===== src/rtl/variance_stream_mc.sv =====
// Multi-lane streaming mean / population-variance engine: accumulates INPUT_NUM
// beats of CHANNELS unsigned lanes, then emits per-lane mean and variance once per frame.
module variance_stream_mc #(
  parameter int WIDTH      = 8,
  parameter int CHANNELS   = 4,
  parameter int IMG_WIDTH  = 8,
  parameter int IMG_HEIGHT = 8,
  parameter int INPUT_NUM  = IMG_WIDTH * IMG_HEIGHT,
  parameter int LOG2_N     = 6
) (
  input  logic                           clk,
  input  logic                           reset,
  input  logic                           clear,
  input  logic                           in_valid,
  output logic                           in_ready,
  input  logic [CHANNELS*WIDTH-1:0]      data_in,
  output logic                           out_valid,
  input  logic                           out_ready,
  output logic [CHANNELS*WIDTH-1:0]      mean,
  output logic [CHANNELS*2*WIDTH-1:0]    variance,
  output logic [LOG2_N-1:0]              beat_count
);

  // Handshakes: a beat moves when in_valid && in_ready; a result is consumed
  // when out_valid && out_ready at a rising edge. in_ready is high only in ACCUM.

  localparam int SW = WIDTH + LOG2_N;
  localparam int QW = 2 * WIDTH + LOG2_N;
  localparam int VW = 2 * WIDTH;

  localparam logic [1:0] ACCUM = 2'd0;
  localparam logic [1:0] CALC1 = 2'd1;
  localparam logic [1:0] CALC2 = 2'd2;
  localparam logic [1:0] OUT   = 2'd3;

  localparam logic [LOG2_N-1:0] LAST_BEAT = LOG2_N'(INPUT_NUM - 1);

  generate
    if ((1 << LOG2_N) != INPUT_NUM) begin : g_bad_frame_size
      $error("variance_stream_mc: INPUT_NUM must equal 2**LOG2_N");
    end
  endgenerate

  logic [1:0]       state;
  logic [SW-1:0]    sum_acc   [CHANNELS];
  logic [QW-1:0]    sumsq_acc [CHANNELS];
  logic [WIDTH-1:0] mean_r    [CHANNELS];
  logic [VW-1:0]    ex2_r     [CHANNELS];
  logic [WIDTH-1:0] lane_x    [CHANNELS];
  logic [VW-1:0]    lane_sq   [CHANNELS];
  logic [VW-1:0]    mean_sq   [CHANNELS];

  always_comb begin
    for (int c = 0; c < CHANNELS; c++) begin
      lane_x[c]  = data_in[c*WIDTH +: WIDTH];
      lane_sq[c] = VW'(lane_x[c]) * VW'(lane_x[c]);
      mean_sq[c] = VW'(mean_r[c]) * VW'(mean_r[c]);
    end
  end

  assign in_ready = (state == ACCUM);

  always_ff @(posedge clk) begin
    if (!reset) begin
      state      <= ACCUM;
      beat_count <= '0;
      out_valid  <= 1'b0;
      mean       <= '0;
      variance   <= '0;
      for (int c = 0; c < CHANNELS; c++) begin
        sum_acc[c]   <= '0;
        sumsq_acc[c] <= '0;
        mean_r[c]    <= '0;
        ex2_r[c]     <= '0;
      end
    end else if (clear) begin
      // Frame abort: the last published result stays on mean/variance.
      state      <= ACCUM;
      beat_count <= '0;
      out_valid  <= 1'b0;
      for (int c = 0; c < CHANNELS; c++) begin
        sum_acc[c]   <= '0;
        sumsq_acc[c] <= '0;
      end
    end else begin
      case (state)
        ACCUM: begin
          if (in_valid) begin
            for (int c = 0; c < CHANNELS; c++) begin
              sum_acc[c]   <= sum_acc[c] + SW'(lane_x[c]);
              sumsq_acc[c] <= sumsq_acc[c] + QW'(lane_sq[c]);
            end
            beat_count <= beat_count + LOG2_N'(1);
            if (beat_count == LAST_BEAT) state <= CALC1;
          end
        end
        CALC1: begin
          for (int c = 0; c < CHANNELS; c++) begin
            mean_r[c]    <= sum_acc[c][LOG2_N +: WIDTH];
            ex2_r[c]     <= sumsq_acc[c][LOG2_N +: VW];
            sum_acc[c]   <= '0;
            sumsq_acc[c] <= '0;
          end
          state <= CALC2;
        end
        CALC2: begin
          // floor(mean)^2 <= floor(E[x^2]), so the subtraction cannot underflow.
          for (int c = 0; c < CHANNELS; c++) begin
            mean[c*WIDTH +: WIDTH] <= mean_r[c];
            variance[c*VW +: VW]   <= ex2_r[c] - mean_sq[c];
          end
          out_valid <= 1'b1;
          state     <= OUT;
        end
        default: begin
          if (out_ready) begin
            out_valid <= 1'b0;
            state     <= ACCUM;
          end
        end
      endcase
    end
  end

endmodule


===== config.mk =====
export PLATFORM = sky130hd
export DESIGN_NAME = variance_stream_mc
export DESIGN_NICKNAME = d
export VERILOG_FILES = /design/src/rtl/variance_stream_mc.sv
export SDC_FILE = /design/constraint.sdc
export NUM_CORES = 2
export LEC_CHECK = 0
export ABC_AREA = 1
export CAP_MARGIN = 25
export CORE_MARGIN = 8
export CORE_UTILIZATION = 35
export CTS_CLUSTER_DIAMETER = 50
export DETAILED_ROUTE_END_ITERATION = 10
export GPL_ROUTABILITY_DRIVEN = 1
export PLACE_DENSITY = 0.55
export SLEW_MARGIN = 20
export SYNTH_ARGS = -nofsm -noshare
export SYNTH_HDL_FRONTEND = slang
export SYNTH_SLANG_ARGS = --single-unit
export TNS_END_PERCENT = 5

===== constraint.sdc =====
create_clock -name clk -period 11.99 [get_ports clk]
set_input_delay 1.199 -clock clk [delete_from_list [all_inputs] [get_ports clk]]
set_output_delay 1.199 -clock clk [all_outputs]
set_load 0.02 [all_outputs]

Yosys cells after proc, flatten, opt, wreduce, memory -nomap -nowiden. Memory sizes are Yosys's and may differ from the RTL's. Index checks and enable logic that the tools add are counted.

Bits in writable memories: 240. Register bits: 105. Memories: 4. Logic and storage cells: 130. Bits of input ports: 37.

Reductions and logical operators: 9. $add $sub $neg: 13. Bitwise logic cells: 35. Muxes and demuxes: 51. Eq/ne operators: 5. Multipliers: 8.

Memories: sumsq_acc (words 4, width 22, read ports 4, clocked after memory_dff 0, write ports 4, line 46) `logic [QW-1:0] sumsq_acc [CHANNELS];`; ex2_r (words 4, width 16, read ports 4, clocked after memory_dff 0, write ports 4, line 48) `logic [VW-1:0] ex2_r [CHANNELS];`; sum_acc (words 4, width 14, read ports 4, clocked after memory_dff 0, write ports 4, line 45) `logic [SW-1:0] sum_acc [CHANNELS];`; mean_r (words 4, width 8, read ports 4, clocked after memory_dff 0, write ports 4, line 47) `logic [WIDTH-1:0] mean_r [CHANNELS];`.

Operator list (number): $mux W22 (12); $mux W14 (12); $mul A8 B8 Y16 (8); $add A22 B16 Y22 (4); $mux W16 (4); $sub A16 B16 Y16 (4); $add A14 B8 Y14 (4); $mux W8 (4); $or A1 B1 Y1 (32); $mux W1 (14); $add A6 B1 Y6 const B (1); $eq A6 B6 Y1 const B (1); $mux W2 (3); $pmux W2 S3 (1); $reduce_and A2 Y1 (3); $reduce_bool A4 Y1 (1); $reduce_or A2 Y1 (2); $not A1 Y1 (3); $reduce_and A3 Y1 (1); $eq A2 B1 Y1 const B (1); $eq A2 B2 Y1 const B (1); $logic_not A2 Y1 (1); $ne A2 B1 Y1 const B (1); $ne A2 B2 Y1 const B (1); 2 further kinds (2).

Logic depth before layout (Yosys ltp).
Word-level depth: 7. Depth in mapped cells: 25.

Worst setup path after synthesis. Ideal clock, no wire load.

Kind: input-to-reg. Start point: input port clear. End point: memory ex2_r[0][0] (netlist name) (enable). Required time: 11307 ps. Cell stages on the path: 1. Data arrival time: 7933 ps. Setup time: 683 ps. Path slack: 3374 ps. Path through: o21ai_0.

RTL lines: start: declaration (line 13) `input logic clear,`; end: declaration (line 48).

==> results.yml <==
synthesis:
  synth.most_common_cell: "inv_1"
  synth_edf_count: 132
  yosysTopAreaCell: "fa_1"
  yosys.area.top_type_share_pct: 17.8
  async_flop_share_pct: 0
  yosysSeqAreaShare_pct: 24.2
  ys_ff_latch: 345
  synth_area_per_cell_um2: 7.46
  ys_warn_count: 0
  synthFlopType: "dfxtp_1"
  syn_nets: 5263
  ys_types: 44
  syn_area_mm2: 0.0340
  syn_inst: 4562
  synth_area_leaders: "fa_1, ha_1, dfxtp_1"
  synth_common_cells: "inv_1, nand2_1, nor2_1"
flow_run:
  maxCapViolations: 0
timing:
  period_needed_ns: 5.19
  relSlewSlack_pct: 35.4
  min_period_over_period_pct: 43.2
  rsz0062_at_grt: "false"
  timing.setup.tns_ns: 0
  fmax_ghz: 0.193
  final-hold-violation-count: 0
  tightest_slew_ns: 0.970
  slew_viol_final: 0
  finalSetupViolations: 0
  finalClockSkew_ns: 0.0223
clock_tree:
  tritoncts: "done"
  cts_inserted_buffers: 60
  clkSinkCount: 345
  clk_latency_ns: 0.63
  postCtsSetupBuffers: 0
  cts-root-buf: "clkbuf_16"
  clockBufferDepth: 3
  cts_htree_levels: 2
  cts-resized-gates: 0
  cts_hold_buf: 0
  clk_pin_slew_ns: 0.05
global_routing:
  grt_antenna_before_repair: 0
  grt_usage_pct: 16.0
  grt-ovfl-total: 0
  grt_max_degree: 102
  grt_pass1_wl_mm: 141
  grt_pass1_vias: 26850
layout:
  fillCellCount: 9967
  final_core_util_pct: 40.0
  drive_above_1_share_pct: 3.52
  nNetsFinal: 5341
  antenna_cells: 0
  area_delta_synth_final_pct: 13.5
worst_setup_path:
  worstPathCellList: "clkdlybuf4s50_1 > nand2_1 > fa_1 > inv_1 > fa_1 > inv_1 > fa_1 > fa_1 > inv_1 > ha_1 > inv_1 > o21ai_0 > a21oi_1 > nand3_1 > nand2_1 > a21oi_1 > nor2_1"
  endpoint_kind: "flop"
  worst_ep_arrival_time_ns: 5.56
  crit_type: "primary input to flop"
  slowest_stage: "clkdlybuf4s50_1"
  start_kind: "primary input"
  max_stage_delay_ns: 0.79
  required_ns: 12.36
  path_max_fanout: 12
pwr:
  seq_power_share_pct: 21.9
  switching_share_pct: 44.0
  powerDensity_mw_per_mm2: 161
  p_sw_mw: 2.74
  ir_drop_mv: 0.105
  comb_power_share_pct: 49.9
  p_leak_nw: 19.7
  intPower_mw: 3.49
  clkPwrFrac_pct: 28.2
placement:
  portBuffers: 140
  place_congestion: 0.883
  dpl.hpwl_mm: 68.4
run_status:
  status: "finished, final reports clean"
floorplanning:
  die_height_um: 328
  rows: 114
  die_area_mm2: 0.107
  dieWidth_um: 328
  num_io_pins: 141
  start_util_pct: 35.2
  coreArea_mm2: 0.0966
route:
  routed_wl_mm: 86.7
  vias_per_cell: 4.62
  drtAntennaViolNets: 0
  dr.pass1.iters: 8
  drtIter0Drc: 1596
  wire_per_inst_um: 14.5
  post-route-drc-count: 0
  vias: 27558
min_path:
  hold_path_class: "flop to flop"
-- power groups by stage --
stage / registers (mW) / clock network [mW] / logic [mW]
4_1_cts: 1.36 / 1.81 / 3.12
5_1_grt: 1.37 / 1.85 / 3.63
6_report: 1.36 / 1.76 / 3.11
3_5_place_dp: 1.39 / 0 / 3.11
3_3_place_gp: 1.39 / 0 / 3.07
2_1_floorplan: 1.35 / 0 / 2.40
-- final timing paths --
path / from / end / slack [ns] / cells after the start
setup / recovery: data_in[29] / sumsq_acc[3][16]$_SDFFCE_PP0P_ / 6.80 / 17
setup reg to reg: mean_r[0][30]$_SDFFCE_PN0P_ / variance[62]$_SDFFE_PN0P_ / 7.41 / 18
hold reg to reg: sumsq_acc[2][3]$_SDFFE_PP0P_ / sumsq_acc[2][3]$_SDFFE_PP0P_ / 0.46 / 2
hold / removal: sumsq_acc[2][3]$_SDFFE_PP0P_ / sumsq_acc[2][3]$_SDFFE_PP0P_ / 0.46 / 2
-- registers in the layout, summed over array words and instances (netlist names) --
name and flops:
sumsq_acc 88, ex2_r 64, variance 64, sum_acc 56, mean 32, mean_r 32, beat_count 6, state 2
out_valid 1
-- stage by stage --
step           setup slack (ns)  power [mW]  cell area (µm²)  cells  hold slack (ns)
3_5_place_dp               6.15        4.50            36600   5854            0.451
3_3_place_gp               6.21        4.46            36600   5854            0.437
6_report                   6.80        6.23            38600   5966            0.463
5_1_grt                    6.49        6.85            38600   5966            0.482
2_1_floorplan              3.37        3.75            34000   4562            0.430
4_1_cts                    6.83        6.30            38600   5966            0.460
-- metal layers --
metal	global-route usage [%]	part of all wire [%]	vias up	wire length, µm
met5	0	0	-	0
met4	3.96	2.2	0	1890
met3	2.37	4.7	109	4120
li1	-	-	14130	-
met2	24.3	41	514	35900
met1	23.7	52	12805	44800
-- area by class of cell --
cell class | count | area (µm²) | area share, %
clock buffers | 64 | 1570 | 4.06
clock inverters | 48 | 498 | 1.29
inverters | 1077 | 4040 | 10.5
multi-input cells | 3000 | 21200 | 54.8
flip-flops and latches | 345 | 8230 | 21.3
well taps | 1276 | 1600 | 4.13
repair buffers | 156 | 1520 | 3.93
-- kinds of logic (layout without fill, tap and decap cells) --
kind of cell | count (synthesis) | after routing | share of synthesized area, %
simple gates | 1718 | 1718 | 20.5
buf+inv | 1217 | 1345 | 13.6
mux | 2 | 2 | 0.0588
fa+ha+maj | 664 | 664 | 31.1
flops | 345 | 345 | 24.2
compound gates | 533 | 533 | 8.40
xor+xnor | 83 | 83 | 2.14
-- cells in the final DEF (no fill, tap or decap), drive strengths merged, types with 7 or more instances in the layout --
cell type      synthesis  layout
ha                   362     362
a21o                  16      16
buf                   45      17
o21bai                 8       8
nand4                 25      25
edfxtp               132     132
nor3                  18      18
a32o                  10      10
nand2                964     964
nand3                206     206
a21oi                282     282
xor2                  33      33
dfxtp                213     213
o21a                   8       8
xnor2                 50      50
o211ai                10      10
nand3b                17      17
clkbuf                95      64
inv                 1077    1094
o21ai                184     184
and2                   7       7
nor2                 452     452
fa                   302     302
clkdlybuf4s50          0     139
or2                   24      24
clkinv                 0      20
-- critical path, delay by kind of cell --
| kind | cells | cell delay [ns] |
|---|---|---|
| simple gates | 4 | 0.52 |
| buf+inv | 5 | 1.02 |
| compound gates | 3 | 0.46 |
| fa+ha+maj | 5 | 2.35 |
Power figures use the tool's default switching activity.
